===== src/rtl/mult_sequencer_if.sv =====
// Handshake and result bundle between the pipeline controller and the
// sequential signed multiplier.
interface mult_sequencer_if #(
    parameter int WIDTH = 32
);
    logic             start;
    logic [WIDTH-1:0] opA;
    logic [WIDTH-1:0] opB;
    logic             readReq;
    logic [WIDTH-1:0] hi;
    logic [WIDTH-1:0] lo;
    logic             busy;
    logic             done;
    logic             stall;

    modport master (
        output start, opA, opB, readReq,
        input  hi, lo, busy, done, stall
    );

    modport slave (
        input  start, opA, opB, readReq,
        output hi, lo, busy, done, stall
    );
endinterface


===== src/rtl/mult_sequencer.sv =====
// Radix-2 shift-add signed multiplier: WIDTH CALC steps on magnitudes, then a
// SIGN step that applies the sign and commits {hi,lo}.
//
// state | meaning
// IDLE  | waiting for start, hi/lo hold last committed product
// CALC  | one shift-add step per edge on the unsigned magnitudes
// SIGN  | apply sign, commit hi/lo, pulse done
module mult_sequencer #(
    parameter int WIDTH = 32
) (
    input  logic               clk,
    input  logic               rst,
    mult_sequencer_if.slave    bus
);
    localparam int CW = (WIDTH > 1) ? $clog2(WIDTH) : 1;

    typedef enum logic [1:0] {
        IDLE = 2'b00,
        CALC = 2'b01,
        SIGN = 2'b10
    } state_t;

    state_t             r_state;
    logic [WIDTH-1:0]   r_mcand;
    logic [WIDTH-1:0]   r_mplier;
    logic [2*WIDTH-1:0] r_acc;
    logic [CW-1:0]      r_cnt;
    logic               r_neg;
    logic [WIDTH-1:0]   r_hi;
    logic [WIDTH-1:0]   r_lo;
    logic               r_busy;
    logic               r_done;

    logic [WIDTH-1:0]   w_mag_a;
    logic [WIDTH-1:0]   w_mag_b;
    logic [WIDTH:0]     w_sum;
    logic [2*WIDTH-1:0] w_acc_next;
    logic [2*WIDTH-1:0] w_result;
    logic               w_legal;

    // The most negative value maps onto itself, which is its correct unsigned magnitude.
    assign w_mag_a = bus.opA[WIDTH-1] ? -bus.opA : bus.opA;
    assign w_mag_b = bus.opB[WIDTH-1] ? -bus.opB : bus.opB;

    assign w_sum      = {1'b0, r_acc[2*WIDTH-1:WIDTH]}
                      + {1'b0, (r_mplier[0] ? r_mcand : {WIDTH{1'b0}})};
    assign w_acc_next = {w_sum, r_acc[WIDTH-1:1]};
    assign w_result   = r_neg ? -r_acc : r_acc;
    assign w_legal    = (r_state == IDLE) || (r_state == CALC) || (r_state == SIGN);

    always_ff @(posedge clk) begin
        if (!rst) begin
            r_state  <= IDLE;
            r_mcand  <= '0;
            r_mplier <= '0;
            r_acc    <= '0;
            r_cnt    <= '0;
            r_neg    <= 1'b0;
            r_hi     <= '0;
            r_lo     <= '0;
            r_busy   <= 1'b0;
            r_done   <= 1'b0;
        end else begin
            r_done <= 1'b0;

            if (r_state == SIGN) begin
                {r_hi, r_lo} <= w_result;
                r_done       <= 1'b1;
            end

            // A new start wins over stepping or finishing; in SIGN the old result still commits above.
            if (bus.start && w_legal) begin
                r_mcand  <= w_mag_a;
                r_mplier <= w_mag_b;
                r_neg    <= bus.opA[WIDTH-1] ^ bus.opB[WIDTH-1];
                r_acc    <= '0;
                r_cnt    <= '0;
                r_state  <= CALC;
                r_busy   <= 1'b1;
            end else begin
                case (r_state)
                    IDLE: begin
                        r_busy <= 1'b0;
                    end
                    CALC: begin
                        r_acc    <= w_acc_next;
                        r_mplier <= r_mplier >> 1;
                        r_cnt    <= r_cnt + CW'(1);
                        if (r_cnt == CW'(WIDTH - 1)) begin
                            r_state <= SIGN;
                        end
                    end
                    SIGN: begin
                        r_state <= IDLE;
                        r_busy  <= 1'b0;
                    end
                    default: begin
                        r_state <= IDLE;
                        r_busy  <= 1'b0;
                    end
                endcase
            end
        end
    end

    assign bus.hi    = r_hi;
    assign bus.lo    = r_lo;
    assign bus.busy  = r_busy;
    assign bus.done  = r_done;
    assign bus.stall = bus.readReq & r_busy;
endmodule

===== src/flat_wrapper.sv =====
// flat-port wrapper written by rule: the top's interface ports become plain ports
module mult_sequencer_flat 
#(
    parameter int WIDTH = 32
)
  (clk, rst, bus_start, bus_opA, bus_opB, bus_readReq, bus_hi, bus_lo, bus_busy, bus_done, bus_stall);
  mult_sequencer_if #(.WIDTH(WIDTH)) bus_i ();
  input  logic clk;
  input  logic rst;
  input wire logic [$bits(bus_i.start)-1:0] bus_start;
  input wire logic [$bits(bus_i.opA)-1:0] bus_opA;
  input wire logic [$bits(bus_i.opB)-1:0] bus_opB;
  input wire logic [$bits(bus_i.readReq)-1:0] bus_readReq;
  output wire logic [$bits(bus_i.hi)-1:0] bus_hi;
  output wire logic [$bits(bus_i.lo)-1:0] bus_lo;
  output wire logic [$bits(bus_i.busy)-1:0] bus_busy;
  output wire logic [$bits(bus_i.done)-1:0] bus_done;
  output wire logic [$bits(bus_i.stall)-1:0] bus_stall;
  assign bus_i.start = bus_start;
  assign bus_i.opA = bus_opA;
  assign bus_i.opB = bus_opB;
  assign bus_i.readReq = bus_readReq;
  assign bus_hi = bus_i.hi;
  assign bus_lo = bus_i.lo;
  assign bus_busy = bus_i.busy;
  assign bus_done = bus_i.done;
  assign bus_stall = bus_i.stall;
  mult_sequencer #(.WIDTH(WIDTH)) u_core (.clk(clk), .rst(rst), .bus(bus_i));
endmodule

===== config.mk =====
export PLATFORM = sky130hd
export DESIGN_NAME = mult_sequencer_flat
export DESIGN_NICKNAME = d
export VERILOG_FILES = /design/src/rtl/mult_sequencer_if.sv /design/src/rtl/mult_sequencer.sv /design/src/flat_wrapper.sv
export SDC_FILE = /design/constraint.sdc
export NUM_CORES = 1
export LEC_CHECK = 0
export CORE_ASPECT_RATIO = 0.7
export CORE_MARGIN = 1.5
export CORE_UTILIZATION = 61
export CTS_CLUSTER_SIZE = 30
export DETAILED_ROUTE_END_ITERATION = 6
export PLACE_DENSITY = 0.86
export SLEW_MARGIN = 10
export SYNTH_ARGS = -nofsm -noshare
export SYNTH_HDL_FRONTEND = slang
export SYNTH_SLANG_ARGS = --single-unit

===== constraint.sdc =====
create_clock -name clk -period 5.4 [get_ports clk]
set_input_delay 1.08 -clock clk [delete_from_list [all_inputs] [get_ports clk]]
set_output_delay 1.08 -clock clk [all_outputs]
set_load 0.03 [all_outputs]

==> impl_metrics.env, run 1 <==
export IMPL_status="finished, violations left"
export IMPL_failed_checks="design-rule violations"
export IMPL_initial_core_util_pct=63.2
export IMPL_crit_fanout=7
export IMPL_grt_pass1_vias=9685
export IMPL_busiest_layer="met1"
export IMPL_use_met1_pct=46.3
export IMPL_cts_resized=0
export IMPL_gp_congestion=0.962
export IMPL_drc=10
export IMPL_critPathKind="in -> reg"
export IMPL_fin_worst_skew_ps=11.2
export IMPL_cts_root_buf="clkbuf_16"
export IMPL_synth_nets=1545
export IMPL_core_um2=18300
export IMPL_clk_latency_ps=500
export IMPL_num_antenna_cells=0
export IMPL_dpl_worst_slack_ps=1080
export IMPL_cts_reportedPaths_clkPinSlew_ps=60
export IMPL_finalNetCount=1623
export IMPL_slew_headroom_pct=28.8
export IMPL_layout_common_cells="261 x nand2_1, 201 x dfxtp_1, 140 x o21ai_0, 133 x clkdlybuf4s50_1, 106 x xor2_1"
export IMPL_rsz0062_at_grt="false"
export IMPL_hold_start="u_core.r_mcand[20]"
export IMPL_ys_seq_area_share_pct=35.0
export IMPL_power_mw=3.39
export IMPL_overflow=0
export IMPL_vias=10900
export IMPL_via_per_inst=6.18
export IMPL_tns_ps=0
export IMPL_fmax_mhz=261
export IMPL_synth_compound_area_share_pct=24.9
export IMPL_die_w_um=167
export IMPL_period_minus_slack_ps=3830
export IMPL_finalSetupViolCount=0
export IMPL_synth_cell_types=61
export IMPL_synth_mux_area_share_pct=0.260
export IMPL_die_y_um=118
export IMPL_antenna_found_initial=0
export IMPL_setup_worst_path_start="bus_opB[0]"
export IMPL_synthXorXnorAreaFrac_pct=10.5
export IMPL_hold_buffers=0
export IMPL_synthSimpleGateAreaFrac_pct=21.4
export IMPL_postSynthCellCount=1439
export IMPL_final_common_cell="nand2_1"
export IMPL_post_route_period_util_pct=70.9
export IMPL_start_kind="input port"
export IMPL_area_growth_pct=18.2
export IMPL_postRouteWirelength_um=29700
export IMPL_pwr_share_clk_pct=43.2
export IMPL_hpwl_um=21400
export IMPL_synth_fa_ha_area_share_pct=4.19
export IMPL_cap_violations=0
export IMPL_synthArstFlopShare_pct=0
export IMPL_htree_levels=1
export IMPL_p_sw_mw=0.849
export IMPL_synth_top_family_by_area="compound AO/OA/AOI/OAI gates"
export IMPL_crit_path_end_kind="register"
export IMPL_rows=41
export IMPL_p_int_mw=2.54
export IMPL_peakVddDrop_mv=0.199
export IMPL_grt_max_degree=82
export IMPL_ys_ff_latch=202
export IMPL_die_area_um2=19800
export IMPL_wire_per_inst_um=16.8
export IMPL_ant_nets=0
export IMPL_grtUsageMet2_pct=41.6
export IMPL_p_per_area_nw_per_um2=248
export IMPL_ys_warn_count=0
export IMPL_drt_iter0_markers=1071
export IMPL_grt_total_usage_pct=29.6
export IMPL_drive_gt1_share_pct=4.64
export IMPL_hold_viol=0
export IMPL_hp_class="reg -> reg"
export IMPL_leakage_nw=5.55
export IMPL_tightest_slew_ps=1070
export IMPL_syn_area_um2=11500
export IMPL_pin_count=135
export IMPL_yosys_most_used_dff="dfxtp_1"
export IMPL_place_port_buffers=134
export IMPL_power_frac_seq_pct=46.4
export IMPL_cts_tree="built"
export IMPL_synth_edff_count=0
export IMPL_p_comb_share_pct=10.4
export IMPL_post_cts_buffers=0
export IMPL_fin_ws_ps=1570
export IMPL_clock_sinks=202
export IMPL_whs_ps=444
export IMPL_grt_pass1_wl_um=49100
export IMPL_drtPass1Iterations=7
export IMPL_slew_viol_final=0
export IMPL_avgSynthCellArea_um2=8.02
export IMPL_power_switching_fraction_pct=25.0
export IMPL_cts_buffers=21
export IMPL_cts_buffer_depth=3
export IMPL_grt_met3_usage_pct=6.25
export IMPL_crit_arrival_ps=4200
export IMPL_required_ps=5770
export IMPL_reg2reg_from="u_core.r_mplier[0]"
[path summary, 6_finish.rpt]
check                              to  slack, ps  depth (start not counted)
setup / recovery  u_core.r_mplier[30]       1570                         10
hold / removal     u_core.r_mcand[20]        440                          2
setup reg to reg     u_core.r_acc[58]       1590                          9
hold reg to reg    u_core.r_mcand[20]        440                          2
[synthesized netlist by cell type (3+ instances only)]
library cell / n / area [um^2]
a221oi_1: 5 / 43.8
nor2_1: 44 / 165
nor2b_1: 23 / 144
nand2b_1: 3 / 18.8
dfxtp_1: 202 / 4040
or4_4: 3 / 33.8
xnor2_1: 32 / 280
nand3_1: 22 / 110
o31ai_1: 44 / 330
a31oi_1: 3 / 18.8
inv_1: 20 / 75.1
a21boi_0: 5 / 37.5
nor4_1: 9 / 56.3
clkbuf_1: 85 / 319
a22o_1: 7 / 61.3
nand2_1: 261 / 980
and2_1: 48 / 300
or3_1: 24 / 150
nor3_1: 16 / 80.1
o41ai_1: 16 / 140
o2111ai_1: 3 / 26.3
or2_2: 5 / 31.3
nand4_1: 19 / 119
buf_1: 5 / 18.8
a211oi_1: 4 / 30.0
xor2_1: 106 / 928
mux2i_1: 3 / 30.0
and3_1: 6 / 37.5
a211o_1: 4 / 35.0
o211a_1: 40 / 400
o21a_1: 8 / 60.1
a22oi_1: 8 / 60.1
a21oi_1: 96 / 480
or4_1: 22 / 165
a222oi_1: 13 / 130
o21ai_0: 140 / 701
ha_1: 37 / 463
a21o_1: 11 / 82.6
o211ai_1: 7 / 52.6
[power groups by stage]
stage / clock, mW / combinational (mW) / sequential (mW)
2_1_floorplan: 0 / 0.229 / 1.58
3_3_place_gp: 0 / 0.334 / 1.60
3_5_place_dp: 0 / 0.344 / 1.60
4_1_cts: 1.47 / 0.347 / 1.57
5_1_grt: 1.54 / 0.384 / 1.58
6_report: 1.47 / 0.351 / 1.57
[routing by layer]
metal  wire [um]  vias up
met5           0        -
met4         354        0
met3        3080       31
met2       11800      503
met1       14500     5039
li1            -     5339
[per-stage QoR]
stage	cells	cell area, um^2	utilization [%]
detailed placement	1730	12900	70.9
CTS	1767	13600	74.7
global route	1767	13600	74.7
floorplan	1439	11500	-
finish	1767	13600	74.7
global placement	1730	12900	70.9
[layout make-up]
class / instances / area (um^2)
sequential: 202 / 4050
tap: 236 / 295
timing repair buffer: 147 / 1430
multi-input combinational: 1125 / 7090
clock buffer: 26 / 574
clock inverter: 11 / 121
fill: 1398 / 4620
inverter: 20 / 75.1
[kinds of logic after synthesis]
logic type | count (synthesis)
adder cells (fa/ha/maj) | 38
XOR/XNOR | 138
multiplexers | 3
flip-flops | 202
buffers and inverters | 112
AO/OA/AOI/OAI | 433
AND/OR/NAND/NOR | 513
[worst max-delay path, cell delays in order]
cell             delay (ps)
clkdlybuf4s50_1         520
inv_1                   100
ha_1                    160
or3b_4                  400
or4_4                   520
or4_4                   500
o41ai_2                 360
xnor2_1                 110
a222oi_1                370
nor2b_1                  80
[sequential cells by signal, indices dropped and copies added, names as in the netlist]
signal,count
u_core.bus.done,1
u_core.bus.lo,32
u_core.bus.hi,32
u_core.r_mplier,32
u_core.r_acc,64
u_core.r_mcand,32
u_core.r_state,2
u_core.r_cnt,5
u_core.r_neg,1
u_core.bus.busy,1
(Power assumes the default switching activity.)
==> inputs of run 2 (changes only) <==
--- a/config.mk
+++ b/config.mk
@@ -7,10 +7,10 @@
 export LEC_CHECK = 0
 export CORE_ASPECT_RATIO = 0.7
 export CORE_MARGIN = 1.5
-export CORE_UTILIZATION = 61
+export CORE_UTILIZATION = 51
 export CTS_CLUSTER_SIZE = 30
 export DETAILED_ROUTE_END_ITERATION = 6
-export PLACE_DENSITY = 0.86
+export PLACE_DENSITY = 0.77
 export SLEW_MARGIN = 10
 export SYNTH_ARGS = -nofsm -noshare
 export SYNTH_HDL_FRONTEND = slang
==> constraint.sdc (replaced) <==
create_clock -name clk -period 3.5 [get_ports clk]
set_input_delay 0.7 -clock clk [delete_from_list [all_inputs] [get_ports clk]]
set_output_delay 0.7 -clock clk [all_outputs]
set_load 0.03 [all_outputs]
==> impl_metrics.env, run 2 (synthesized netlist as in run 1, its figures left out) <==
export IMPL_status="finished, violations left"
export IMPL_failed_checks="design-rule violations"
export IMPL_period_minus_slack_ps=3200
export IMPL_hold_viol=0
export IMPL_finalNetCount=1656
export IMPL_drtPass1Iterations=7
export IMPL_hold_start="u_core.bus.hi[20]"
export IMPL_rr_worst_depth=10
export IMPL_post_route_period_util_pct=91.3
export IMPL_reg2reg_from="u_core.r_mplier[0]"
export IMPL_wire_per_inst_um=16.7
export IMPL_leakage_nw=5.71
export IMPL_top_register="u_core.r_acc"
export IMPL_hpwl_um=22600
export IMPL_finalNonFillerCells=1845
export IMPL_drc=6
export IMPL_cts_root_buf="clkbuf_16"
export IMPL_fin_worst_skew_ps=28.8
export IMPL_hold_end="u_core.bus.hi[20]"
export IMPL_required_ps=3880
export IMPL_crit_fanout=7
export IMPL_antenna_found_initial=0
export IMPL_ant_nets=0
export IMPL_grt_pass1_wl_um=49400
export IMPL_hold_buffers=0
export IMPL_cts_reportedPaths_clkPinSlew_ps=60
export IMPL_cts_buffers=21
export IMPL_num_antenna_cells=0
export IMPL_final_common_cell="nand2_1"
export IMPL_rows=45
export IMPL_die_y_um=129
export IMPL_critPathKind="in -> reg"
export IMPL_hp_class="reg -> reg"
export IMPL_pin_count=135
export IMPL_crit_arrival_ps=3570
export IMPL_tightest_slew_ps=1060
export IMPL_core_um2=22000
export IMPL_postRouteWirelength_um=30700
export IMPL_finalSetupViolCount=0
export IMPL_start_kind="input port"
export IMPL_grt_total_usage_pct=25.6
export IMPL_cts_buffer_depth=3
export IMPL_p_per_area_nw_per_um2=372
export IMPL_die_w_um=183
export IMPL_placed_cells=1809
export IMPL_crit_path_end_kind="register"
export IMPL_die_area_um2=23600
export IMPL_htree_levels=1
export IMPL_via_per_inst=5.89
export IMPL_layout_common_cells="261 x nand2_1, 201 x dfxtp_1, 140 x o21ai_0, 133 x clkdlybuf4s50_1, 106 x xor2_1"
export IMPL_rsz0062_at_grt="false"
export IMPL_largest_register_ff_count=64
export IMPL_gp_congestion=0.914
export IMPL_grt_max_degree=66
export IMPL_r2r_end="u_core.r_acc[57]"
export IMPL_post_cts_buffers=0
export IMPL_slew_headroom_pct=29.5
export IMPL_cts_tree="built"
export IMPL_vias=10900
export IMPL_grt_pass1_vias=9484
export IMPL_clock_sinks=202
export IMPL_clk_latency_ps=510
export IMPL_initial_core_util_pct=52.5
export IMPL_cts_resized=0
export IMPL_fmax_mhz=313
export IMPL_slew_viol_final=0
export IMPL_peakVddDrop_mv=0.274
export IMPL_hold_depth=2
export IMPL_tns_ps=0
export IMPL_area_growth_pct=20.7
export IMPL_drive_gt1_share_pct=6.59
export IMPL_drt_iter0_markers=1046
export IMPL_overflow=0
export IMPL_cap_violations=0
export IMPL_place_port_buffers=134
export IMPL_reg2reg_slack_ps=400
-- run 2: metrics by stage --
stage	hold WS [ps]	instance area [um^2]	utilization (%)	power (mW)	setup WS [ps]
3_5_place_dp	438	13200	60.3	3.02	-211
5_1_grt	473	13900	63.4	5.39	165
3_3_place_gp	427	13200	60.3	3.01	-137
2_1_floorplan	417	11500	-	2.79	276
6_report	449	13900	63.4	5.19	304
4_1_cts	453	13900	63.4	5.23	314
-- run 2: final cells by class --
cell class | count | area (um^2)
Clock buffer | 28 | 602
Clock inverter | 8 | 78.8
Fill cell | 1925 | 8030
Inverter | 20 | 75.1
Multi-Input combinational cell | 1125 | 7090
Sequential cell | 202 | 4050
Tap cell | 282 | 353
Timing Repair Buffer | 180 | 1680
-- run 2: power breakdown --
part	switching (mW)	internal, mW
logic	0.317	0.247
clock network	0.919	1.29
registers	0.0560	2.36
total	1.29	3.90
-- run 2: worst max-delay path, stage by stage --
cell and delay, ps:
clkdlybuf4s50_1 420, inv_1 60, ha_1 160, or3b_4 380, or4_4 490, or4_4 500
o41ai_2 360, xnor2_1 100, a222oi_1 310, nor2b_1 90
-- run 2: worst max path at each step --
stage                     from             endpoint  cells after the start
detailed placement  bus_opB[0]  u_core.r_mplier[26]                     10
global placement    bus_opB[0]  u_core.r_mplier[30]                     10
finish              bus_opB[0]  u_core.r_mplier[30]                     10
CTS                 bus_opB[0]  u_core.r_mplier[26]                     10
global route        bus_opB[0]  u_core.r_mplier[22]                     10
floorplan           bus_opB[0]  u_core.r_mplier[26]                     10
-- run 2: per-layer routing --
layer  vias to the layer above  track usage (%)  share of wire (%)
li1                       5406                -                  -
met1                      4974             41.2                 51
met2                       456             34.5                 38
met3                        30             5.01                9.6
met4                         0             5.01                1.4
met5                         -                0                  0
